==> config.mk <==
export PLATFORM = sky130hd
export DESIGN_NAME = arb_grant_mux_flat
export DESIGN_NICKNAME = d
export VERILOG_FILES = /design/src/rtl/arb_pkg.sv /design/src/rtl/arb_grant_mux_if.sv /design/src/rtl/arb_out_reg.sv /design/src/rtl/arb_grant_mux.sv /design/src/flat_wrapper.sv
export SDC_FILE = /design/constraint.sdc
export NUM_CORES = 1
export LEC_CHECK = 0
export ABC_AREA = 1
export CAP_MARGIN = 20
export CORE_MARGIN = 3
export CORE_UTILIZATION = 41
export DETAILED_ROUTE_END_ITERATION = 10
export GPL_TIMING_DRIVEN = 0
export PLACE_DENSITY_LB_ADDON = 0.08
export RECOVER_POWER = 100
export SLEW_MARGIN = 20
export SYNTH_ARGS = -nofsm -noshare
export SYNTH_HDL_FRONTEND = slang
export SYNTH_SLANG_ARGS = --single-unit
==> constraint.sdc <==
create_clock -name clk -period 2.1 [get_ports clk]
set_input_delay 0.315 -clock clk [delete_from_list [all_inputs] [get_ports clk]]
set_output_delay 0.315 -clock clk [all_outputs]
set_load 0.01 [all_outputs]
==> src/rtl/arb_pkg.sv <==
// Shared types for the grant mux: FSM states, master count and master index.
// No logic, no latency, no flow control of its own.
// Imported by the interface and the top-level mux.
package arb_pkg;

    localparam int NUM_MASTERS = 3;

    typedef logic [1:0] midx_t;

    typedef enum logic [1:0] {
        IDLE  = 2'd0,
        OWN   = 2'd1,
        DRAIN = 2'd2
    } state_t;

    // More than one bit set: clearing the lowest set bit leaves something behind.
    function automatic logic gnt_is_multi(input logic [NUM_MASTERS-1:0] g);
        return |(g & (g - NUM_MASTERS'(1)));
    endfunction

    function automatic midx_t gnt_to_idx(input logic [NUM_MASTERS-1:0] g);
        midx_t idx;
        idx = 2'd0;
        if (g[2])      idx = 2'd2;
        else if (g[1]) idx = 2'd1;
        return idx;
    endfunction

endpackage

==> src/rtl/arb_grant_mux_if.sv <==
// Bus bundle between the upstream masters/arbiter and the mux, plus the slave side.
// Pure wiring; latency and backpressure are defined by the module using it.
// slave modport is the mux's view, master modport is the environment's view.
interface arb_grant_mux_if #(
    parameter int DW = 8
);
    import arb_pkg::*;

    logic [NUM_MASTERS-1:0]    gnt;
    logic [NUM_MASTERS-1:0]    m_valid;
    logic [NUM_MASTERS*DW-1:0] m_data;
    logic [NUM_MASTERS-1:0]    m_last;
    logic [NUM_MASTERS-1:0]    m_ready;
    logic                      s_valid;
    logic [DW-1:0]             s_data;
    logic                      s_last;
    midx_t                     s_src;
    logic                      s_ready;

    modport slave (
        input  gnt, m_valid, m_data, m_last, s_ready,
        output m_ready, s_valid, s_data, s_last, s_src
    );

    modport master (
        output gnt, m_valid, m_data, m_last, s_ready,
        input  m_ready, s_valid, s_data, s_last, s_src
    );

endinterface

==> src/rtl/arb_out_reg.sv <==
// One-entry valid/ready register stage.
// Latency 1 cycle; full throughput when out_rdy stays high.
// Holds out_dat stable while out_vld & ~out_rdy; in_rdy drops only when full and stalled.
module arb_out_reg #(
    parameter int W = 8
) (
    input  logic         clk,
    input  logic         rst,
    input  logic         in_vld,
    output logic         in_rdy,
    input  logic [W-1:0] in_dat,
    output logic         out_vld,
    input  logic         out_rdy,
    output logic [W-1:0] out_dat
);

    assign in_rdy = ~out_vld | out_rdy;

    always_ff @(posedge clk) begin
        if (rst) begin
            out_vld <= 1'b0;
            out_dat <= '0;
        end else if (in_vld && in_rdy) begin
            out_vld <= 1'b1;
            out_dat <= in_dat;
        end else if (out_rdy) begin
            out_vld <= 1'b0;
        end
    end

endmodule

==> src/rtl/arb_grant_mux.sv <==
// Steers the granted master's burst onto a single slave port; optional per-master grant counters (GNT_STATS_EN).
// Latency 1 cycle from master beat accept to s_valid; back-to-back beats at full rate.
// Only the latched owner sees m_ready, and only while the output register can take a beat.
module arb_grant_mux
    import arb_pkg::*;
#(
    parameter int DW = 8,
    parameter int CW = 16
) (
    input  logic                      clk,
    input  logic                      rst,
    arb_grant_mux_if.slave            bus,
    output logic                      busy,
    output logic                      err_multi,
    output logic                      err_abort
`ifdef GNT_STATS_EN
    ,
    output logic [NUM_MASTERS*CW-1:0] stat_cnt
`endif
);

    state_t        state;
    midx_t         owner;

    logic          gnt_multi;
    logic          gnt_one;
    midx_t         gnt_idx;
    logic          own_gnt;
    logic          own_vld;
    logic          own_last;
    logic [DW-1:0] own_dat;
    logic          oreg_rdy;
    logic          xfer;
    logic          grant_taken;
    logic [DW+2:0] oreg_dat;

    assign gnt_multi   = gnt_is_multi(bus.gnt);
    assign gnt_one     = (bus.gnt != '0) && !gnt_multi;
    assign gnt_idx     = gnt_to_idx(bus.gnt);
    assign grant_taken = (state == IDLE) && gnt_one;

    assign own_gnt  = bus.gnt[owner];
    assign own_vld  = bus.m_valid[owner];
    assign own_last = bus.m_last[owner];
    assign own_dat  = bus.m_data[owner*DW +: DW];

    assign xfer = (state == OWN) && own_gnt && own_vld && oreg_rdy;
    assign busy = (state != IDLE);

    always_comb begin
        bus.m_ready = '0;
        if (state == OWN) begin
            bus.m_ready[owner] = own_gnt & oreg_rdy;
        end
    end

    always_ff @(posedge clk) begin
        if (rst) begin
            state     <= IDLE;
            owner     <= '0;
            err_multi <= 1'b0;
            err_abort <= 1'b0;
        end else begin
            if (gnt_multi) begin
                err_multi <= 1'b1;
            end
            case (state)
                IDLE: begin
                    if (gnt_one) begin
                        owner <= gnt_idx;
                        state <= OWN;
                    end
                end
                OWN: begin
                    // A lost grant only aborts if the owner did not finish its burst this cycle.
                    if (xfer && own_last) begin
                        state <= DRAIN;
                    end else if (!own_gnt) begin
                        err_abort <= 1'b1;
                        state     <= DRAIN;
                    end
                end
                DRAIN: begin
                    if (!bus.s_valid || bus.s_ready) begin
                        state <= IDLE;
                    end
                end
                default: state <= IDLE;
            endcase
        end
    end

    arb_out_reg #(
        .W (DW + 3)
    ) u_out_reg (
        .clk     (clk),
        .rst     (rst),
        .in_vld  (xfer),
        .in_rdy  (oreg_rdy),
        .in_dat  ({own_last, owner, own_dat}),
        .out_vld (bus.s_valid),
        .out_rdy (bus.s_ready),
        .out_dat (oreg_dat)
    );

    assign bus.s_last = oreg_dat[DW+2];
    assign bus.s_src  = oreg_dat[DW+1:DW];
    assign bus.s_data = oreg_dat[DW-1:0];

`ifdef GNT_STATS_EN
    logic [CW-1:0] cnt [NUM_MASTERS];

    always_ff @(posedge clk) begin
        if (rst) begin
            for (int i = 0; i < NUM_MASTERS; i++) begin
                cnt[i] <= '0;
            end
        end else if (grant_taken && (cnt[gnt_idx] != '1)) begin
            cnt[gnt_idx] <= cnt[gnt_idx] + 1'b1;
        end
    end

    for (genvar g = 0; g < NUM_MASTERS; g++) begin : g_stat
        assign stat_cnt[g*CW +: CW] = cnt[g];
    end
`endif

endmodule

==> src/flat_wrapper.sv <==
// flat-port wrapper written by rule: the top's interface ports become plain ports
module arb_grant_mux_flat import arb_pkg::*;
#(
    parameter int DW = 8,
    parameter int CW = 16
)
  (clk, rst, busy, err_multi, err_abort, bus_gnt, bus_m_valid, bus_m_data, bus_m_last, bus_s_ready, bus_m_ready, bus_s_valid, bus_s_data, bus_s_last, bus_s_src);
  arb_grant_mux_if #(.DW(DW)) bus_i ();
  input  logic clk;
  input  logic rst;
  output logic busy;
  output logic err_multi;
  output logic err_abort;
  input wire logic [$bits(bus_i.gnt)-1:0] bus_gnt;
  input wire logic [$bits(bus_i.m_valid)-1:0] bus_m_valid;
  input wire logic [$bits(bus_i.m_data)-1:0] bus_m_data;
  input wire logic [$bits(bus_i.m_last)-1:0] bus_m_last;
  input wire logic [$bits(bus_i.s_ready)-1:0] bus_s_ready;
  output wire logic [$bits(bus_i.m_ready)-1:0] bus_m_ready;
  output wire logic [$bits(bus_i.s_valid)-1:0] bus_s_valid;
  output wire logic [$bits(bus_i.s_data)-1:0] bus_s_data;
  output wire logic [$bits(bus_i.s_last)-1:0] bus_s_last;
  output wire logic [$bits(bus_i.s_src)-1:0] bus_s_src;
  assign bus_i.gnt = bus_gnt;
  assign bus_i.m_valid = bus_m_valid;
  assign bus_i.m_data = bus_m_data;
  assign bus_i.m_last = bus_m_last;
  assign bus_i.s_ready = bus_s_ready;
  assign bus_m_ready = bus_i.m_ready;
  assign bus_s_valid = bus_i.s_valid;
  assign bus_s_data = bus_i.s_data;
  assign bus_s_last = bus_i.s_last;
  assign bus_s_src = bus_i.s_src;
  arb_grant_mux #(.DW(DW), .CW(CW)) u_core (.clk(clk), .rst(rst), .bus(bus_i), .busy(busy), .err_multi(err_multi), .err_abort(err_abort));
endmodule
==> results.json, run 1 <==
{
  "synthCells": 136,
  "worstPathRequired_ns": 1.78,
  "outcome": "complete, no violations",
  "start_kind": "input port",
  "clock.fmax_mhz": 504,
  "worstPathCellList": "dlygate4sd3_1, nand3_1, nand3_2, nand3_2, nor2_1, dlygate4sd2_1",
  "num_vias": 1121,
  "netlist_area_um2": 988,
  "cts_tree": "built",
  "die-area_um2": 3040,
  "die_x_um": 55.1,
  "grt_usage_pct": 20.6,
  "syn_avg_cell_area_um2": 7.27,
  "clock_skew_ns": 0.00441,
  "design_area_um2": 1570,
  "slew_violations": 0,
  "io_buffers": 52,
  "rows": 17,
  "yosysTopAreaCell": "dfxtp_1",
  "grt_start_max_net_pins": 11,
  "worst_slew_pin_slew_ns": 0.514,
  "antenna_found_initial": 0,
  "arrival_ns": 1.67,
  "ys_warn_count": 0,
  "firstDrtPassIters": 4,
  "maxSlewHeadroom_pct": 65.7,
  "r2r_slack_ns": 0.19,
  "p_leak_nw": 0.696,
  "ir_drop_mv": 0.463,
  "cp_max_fo": 4,
  "async_flop_share_pct": 0,
  "h-tree-depth": 1,
  "post_drt_via_cell_ratio": 5.10,
  "cp_slowest_cell": "dlygate4sd3_1",
  "gp_congestion": 0.849,
  "initial_utilization_pct": 43.8,
  "insertion_delay_ns": 0.29,
  "synth_flop_cell": "dfxtp_1",
  "power_uw": 873,
  "power.density_nw_per_um2": 557,
  "critical_path.top_delay_family": "buffers and inverters",
  "hold_viol": 0,
  "synth.distinct_cells": 26,
  "hold_class": "in -> reg",
  "cap_violations": 0,
  "cp_common_cell": "nand3_2",
  "synth_seq_cells": 18,
  "antenna_cells": 0,
  "synth.area.top_cells": "dfxtp_1 36%, nand2_1 8.7%, a21oi_1 7.6%",
  "placed_area_um2": 1540,
  "clk_pin_slew_ns": 0.10,
  "dp_slack_ns": -0.229,
  "core-area_um2": 2250,
  "syn_nets": 172,
  "crit_path_end_kind": "output pin",
  "finalCritPeriodShare_pct": 94.5,
  "drive_above_1_share_pct": 12.0,
  "ios": 54,
  "drc": 0,
  "cts_buffer_depth": 2,
  "die_h_um": 55.1,
  "fin_ws_ns": 0.115,
  "finalWorstPathRequiredPeriod_ns": 1.98,
  "grt-ovfl-total": 0,
  "hpwlAfterDp_um": 2300,
  "ant_nets": 0,
  "wl_per_cell_um": 13.5,
  "yosysSeqAreaShare_pct": 36.5,
  "grt_setup_unrepaired": "false",
  "cts_root_buffer": "clkbuf_4",
  "drt_iter0_markers": 9,
  "setup_viol_count_final": 0,
  "grt_first_pass_wirelength_um": 4410,
  "cts-buffers-inserted": 3,
  "synth_edf_count": 0,
  "synth_top_cell_area_share_pct": 36.5,
  "hold_buffers": 0,
  "cts.sinks": 18,
  "crit_type": "in -> out",
  "critPathMaxStageDelay_ns": 0.59,
  "wl_um": 2970,
  "hold-worst-slack_ns": 0.357,
  "finalNetCount": 230,
  "syn2layout_area_growth_pct": 58.6,
  "grt_pass1_vias": 1044,
  "worstPathBufferInverterCount": 2
}
## through the flow
stage | TNS (ns) | util, % | instances
after floorplan | 0 | - | 136
after global placement | -0.412 | 68.5 | 216
after detailed placement | -0.497 | 68.5 | 216
after CTS | 0 | 70.1 | 220
after global routing | 0 | 69.5 | 220
final | 0 | 69.5 | 220
## path summary, 6_finish.rpt
path / start / end / depth (start not counted)
setup / recovery: bus_gnt[1] / bus_m_ready[2] / 6
setup reg to reg: u_core.owner[0] / u_core.state[1] / 12
hold / removal: rst / u_core.err_abort / 2
hold reg to reg: u_core.err_multi / u_core.err_multi / 2
## where the power goes
group | internal (mW) | switching [mW] | total [mW]
Clock | 0.0667 | 0.0991 | 0.166
Sequential | 0.367 | 0.0141 | 0.381
Combinational | 0.160 | 0.166 | 0.326
Total | 0.594 | 0.279 | 0.873
## registers in the layout (all words and copies together), names as in the netlist
name / count
u_core.err_abort: 1
u_core.u_out_reg.out_dat: 11
u_core.state: 2
u_core.owner: 2
u_core.err_multi: 1
u_core.u_out_reg.out_vld: 1
## cells in the final DEF (no fill, tap or decap)
cell type        synthesis  routed
nand3_1                  6       5
clkbuf_1                 2       3
nor2_8                   1       1
buf_4                    1       1
a22oi_1                  1       1
buf_2                    1       1
a211oi_2                 1       1
nor2_4                   3       3
clkbuf_4                 0       3
dlygate4sd2_1            0       2
nand2_1                 23      23
a221oi_1                 6       6
a211oi_1                 1       1
a31oi_1                  1       1
clkdlybuf4s50_1          0      33
nor2_1                  19      19
inv_1                   11      11
inv_4                    1       1
buf_6                    3       3
or2_2                    1       1
a21oi_1                 15      15
dfxtp_1                 18      18
clkbuf_2                 0       1
nand2_2                  2       2
inv_2                    2       2
nor3_1                   2       2
o21ai_1                  9       4
dlygate4sd3_1            0      16
nand3b_1                 1       1
o21ai_0                  3       8
nand3_2                  2       3
## kinds of logic after synthesis
| logic type | after synthesis | synth area share [%] |
|---|---|---|
| AOI/OAI and AO/OA | 37 | 22.4 |
| buffers and inverters | 21 | 11.0 |
| DFF | 18 | 36.5 |
| and+or+nand+nor | 60 | 30.1 |
## per-layer routing
layer  routed length [um]  GRT usage [%]  vias to the layer above
li1                     -              -                      572
met1                 1290           23.7                      499
met2                 1360           35.8                       46
met3                  273           4.02                        4
met4                   48           10.9                        0
met5                    0              0                        -
## cells in the mapped netlist (3+ instances only)
library cell and number:
nor2_4 3, a221oi_1 6, nand3_1 6, buf_6 3
dfxtp_1 18, nor2_1 19, o21ai_0 3, o21ai_1 9
inv_1 11, nand2_1 23, a21oi_1 15
## cell type report
| class | instances | area (um^2) |
|---|---|---|
| multi-input combinational | 97 | 524 |
| timing repair buffer | 53 | 517 |
| fill | 198 | 687 |
| inverter | 14 | 55.1 |
| clock buffer | 3 | 22.5 |
| tap | 28 | 35.0 |
| sequential | 18 | 360 |
| buffer | 7 | 53.8 |
## timing repair
item,CTS,global route
gates resized for setup,5,2
setup endpoints to repair,3,1
buffers inserted,1,0
pin swaps,1,0
No activity file was read; power rests on OpenSTA's default activity.
==> run 2, diff against run 1 <==
--- a/config.mk
+++ b/config.mk
@@ -11,7 +11,7 @@
 export CORE_UTILIZATION = 41
 export DETAILED_ROUTE_END_ITERATION = 10
 export GPL_TIMING_DRIVEN = 0
-export PLACE_DENSITY_LB_ADDON = 0.08
+export PLACE_DENSITY = 0.84
 export RECOVER_POWER = 100
 export SLEW_MARGIN = 20
 export SYNTH_ARGS = -nofsm -noshare
==> run 2 against run 1 <==
Compared with the run above: flip-flop and latch count is the same; sequential power is essentially flat; count of clock-buffer cells in the layout grew 1; core utilization grew 0.11 points; register-to-register slack lost 0.04 ns; cell count grew 0.45%; worst setup slack gained 0.025 ns; via count grew 2.7%; final area grew 0.16%; power grew 5.8%; clock skew shrank 0.0024 ns; critical path type is now reg -> out; largest cell class unchanged.
==> results.json, run 2 (synthesized netlist as in run 1, its figures left out) <==
{
  "grt-ovfl-total": 0,
  "die_h_um": 55.1,
  "worst_slew_pin_slew_ns": 0.497,
  "clock_skew_ns": 0.00204,
  "hold_viol": 0,
  "clk_pin_slew_ns": 0.10,
  "cap_violations": 0,
  "arrival_ns": 1.65,
  "crit_path_end_kind": "output pin",
  "regMostFlops": "u_core.u_out_reg.out_dat",
  "cts.sinks": 18,
  "holdPathEnd": "u_core.err_abort",
  "hpwlAfterDp_um": 2270,
  "p_leak_nw": 0.702,
  "die-area_um2": 3040,
  "final_util_pct": 69.6,
  "core-area_um2": 2250,
  "clock.fmax_mhz": 510,
  "ant_nets": 0,
  "wl_um": 3030,
  "post_drt_via_cell_ratio": 5.21,
  "final_cell_mix": "34 x clkdlybuf4s50_1, 23 x nand2_1, 20 x nor2_1",
  "finalNetCount": 230,
  "antenna_cells": 0,
  "wl_per_cell_um": 13.7,
  "h-tree-depth": 1,
  "ff2ff_path_depth": 11,
  "critPathMaxStageDelay_ns": 0.32,
  "grt_start_max_net_pins": 11,
  "cts_root_buffer": "clkbuf_4",
  "drc": 0,
  "grt_first_pass_wirelength_um": 4680,
  "min_path_cells": 2,
  "insertion_delay_ns": 0.30,
  "power.density_nw_per_um2": 589,
  "r2r-start": "u_core.owner[0]",
  "r2r_slack_ns": 0.15,
  "worstPathBufferInverterCount": 3,
  "cts_tree": "built",
  "finalCritPeriodShare_pct": 93.3,
  "mostFrequentLayoutCell": "clkdlybuf4s50_1",
  "rows": 17,
  "rr_endpoint": "u_core.u_out_reg.out_dat[2]",
  "antenna_found_initial": 0,
  "ir_drop_mv": 0.469,
  "maxSlewHeadroom_pct": 66.8,
  "initial_utilization_pct": 43.8,
  "critical_path.top_delay_family": "buffers and inverters",
  "grt_setup_unrepaired": "false",
  "cp_common_cell": "nand3_1",
  "hold_class": "in -> reg",
  "drive_above_1_share_pct": 10.9,
  "die_x_um": 55.1,
  "gp_congestion": 0.853,
  "drt_iter0_markers": 25,
  "fill_cells": 205,
  "largest_reg_flops": 11,
  "hold_buffers": 0,
  "cp_max_fo": 10,
  "slew_violations": 0,
  "grt_pass1_vias": 1107,
  "grt_usage_pct": 21.2,
  "cp_slowest_cell": "dfxtp_1",
  "worstPathRequired_ns": 1.78,
  "setup_viol_count_final": 0,
  "cts-buffers-inserted": 3,
  "outcome": "complete, no violations",
  "ios": 54,
  "start_kind": "flip-flop",
  "hp-start": "rst",
  "io_buffers": 52,
  "syn2layout_area_growth_pct": 58.9,
  "worstPathCellList": "buf_6, inv_4, nand3_1, nand3_2, nand3_1, nor2_1, dlygate4sd2_1",
  "crit_type": "reg -> out",
  "firstDrtPassIters": 4,
  "finalWorstPathRequiredPeriod_ns": 1.96,
  "design_area_um2": 1570,
  "num_vias": 1151,
  "cts_buffer_depth": 2,
  "reg.largest.list": "u_core.u_out_reg.out_dat x11, u_core.owner x2, u_core.state x2",
  "placed_area_um2": 1540
}
==> run 2: stage by stage <==
step | hold WS, ns | power, mW | TNS (ns) | setup WS [ns] | cells
finish | 0.352 | 0.924 | 0 | 0.140 | 221
detailed placement | 0.453 | 0.723 | -0.264 | -0.149 | 216
CTS | 0.347 | 0.946 | 0 | 0.0565 | 221
global placement | 0.439 | 0.714 | -0.204 | -0.119 | 216
global route | 0.369 | 0.976 | 0 | 0.0195 | 221
floorplan | 0.448 | 0.573 | 0 | 0.674 | 136
==> run 2: worst max-delay path by stage <==
stage               startpoint        endpoint  slack, ns  depth (start not counted)
2_1_floorplan  u_core.owner[1]  bus_m_ready[0]       0.67                          6
3_3_place_gp        bus_gnt[1]  bus_m_ready[0]      -0.12                          6
3_5_place_dp        bus_gnt[1]  bus_m_ready[0]      -0.15                          6
4_1_cts        u_core.owner[0]  bus_m_ready[0]       0.06                          7
5_1_grt        u_core.owner[0]  bus_m_ready[1]       0.02                          7
6_report       u_core.owner[0]  bus_m_ready[1]       0.14                          7
==> run 2: power by group <==
part | internal [mW] | switching (mW) | total [mW] | leakage [nW]
Combinational | 0.159 | 0.161 | 0.320 | 0.534
Clock | 0.106 | 0.115 | 0.221 | 0.0210
Sequential | 0.367 | 0.0156 | 0.383 | 0.147
Total | 0.632 | 0.292 | 0.924 | 0.702
==> run 2: timing repair <==
| item | CTS | global route |
|---|---|---|
| endpoints found under the setup margin | 3 | 1 |
| resized for setup | 3 | 4 |
| buffers inserted | 1 | 0 |
| endpoints found under the hold margin | 0 | 0 |
| pin swaps | 1 | 0 |
==> run 2: cell type report <==
cell class                 instances  area [um^2]  share of cell area (%)
timing repair buffer              53          518                    33.0
multi-input combinational         97          512                    32.6
inverter                          14         55.1                    3.51
tap                               28         35.0                    2.23
clock buffer                       4         36.3                    2.31
buffer                             7         53.8                    3.43
sequential                        18          360                    22.9
==> run 2: routing by layer <==
| metal | GRT usage, % | share of wire [%] | up-vias |
|---|---|---|---|
| li1 | - | - | 574 |
| met1 | 25.5 | 41 | 507 |
| met2 | 36.4 | 45 | 65 |
| met3 | 5.36 | 12 | 5 |
| met4 | 7.29 | 1.3 | 0 |
| met5 | 0 | 0 | - |
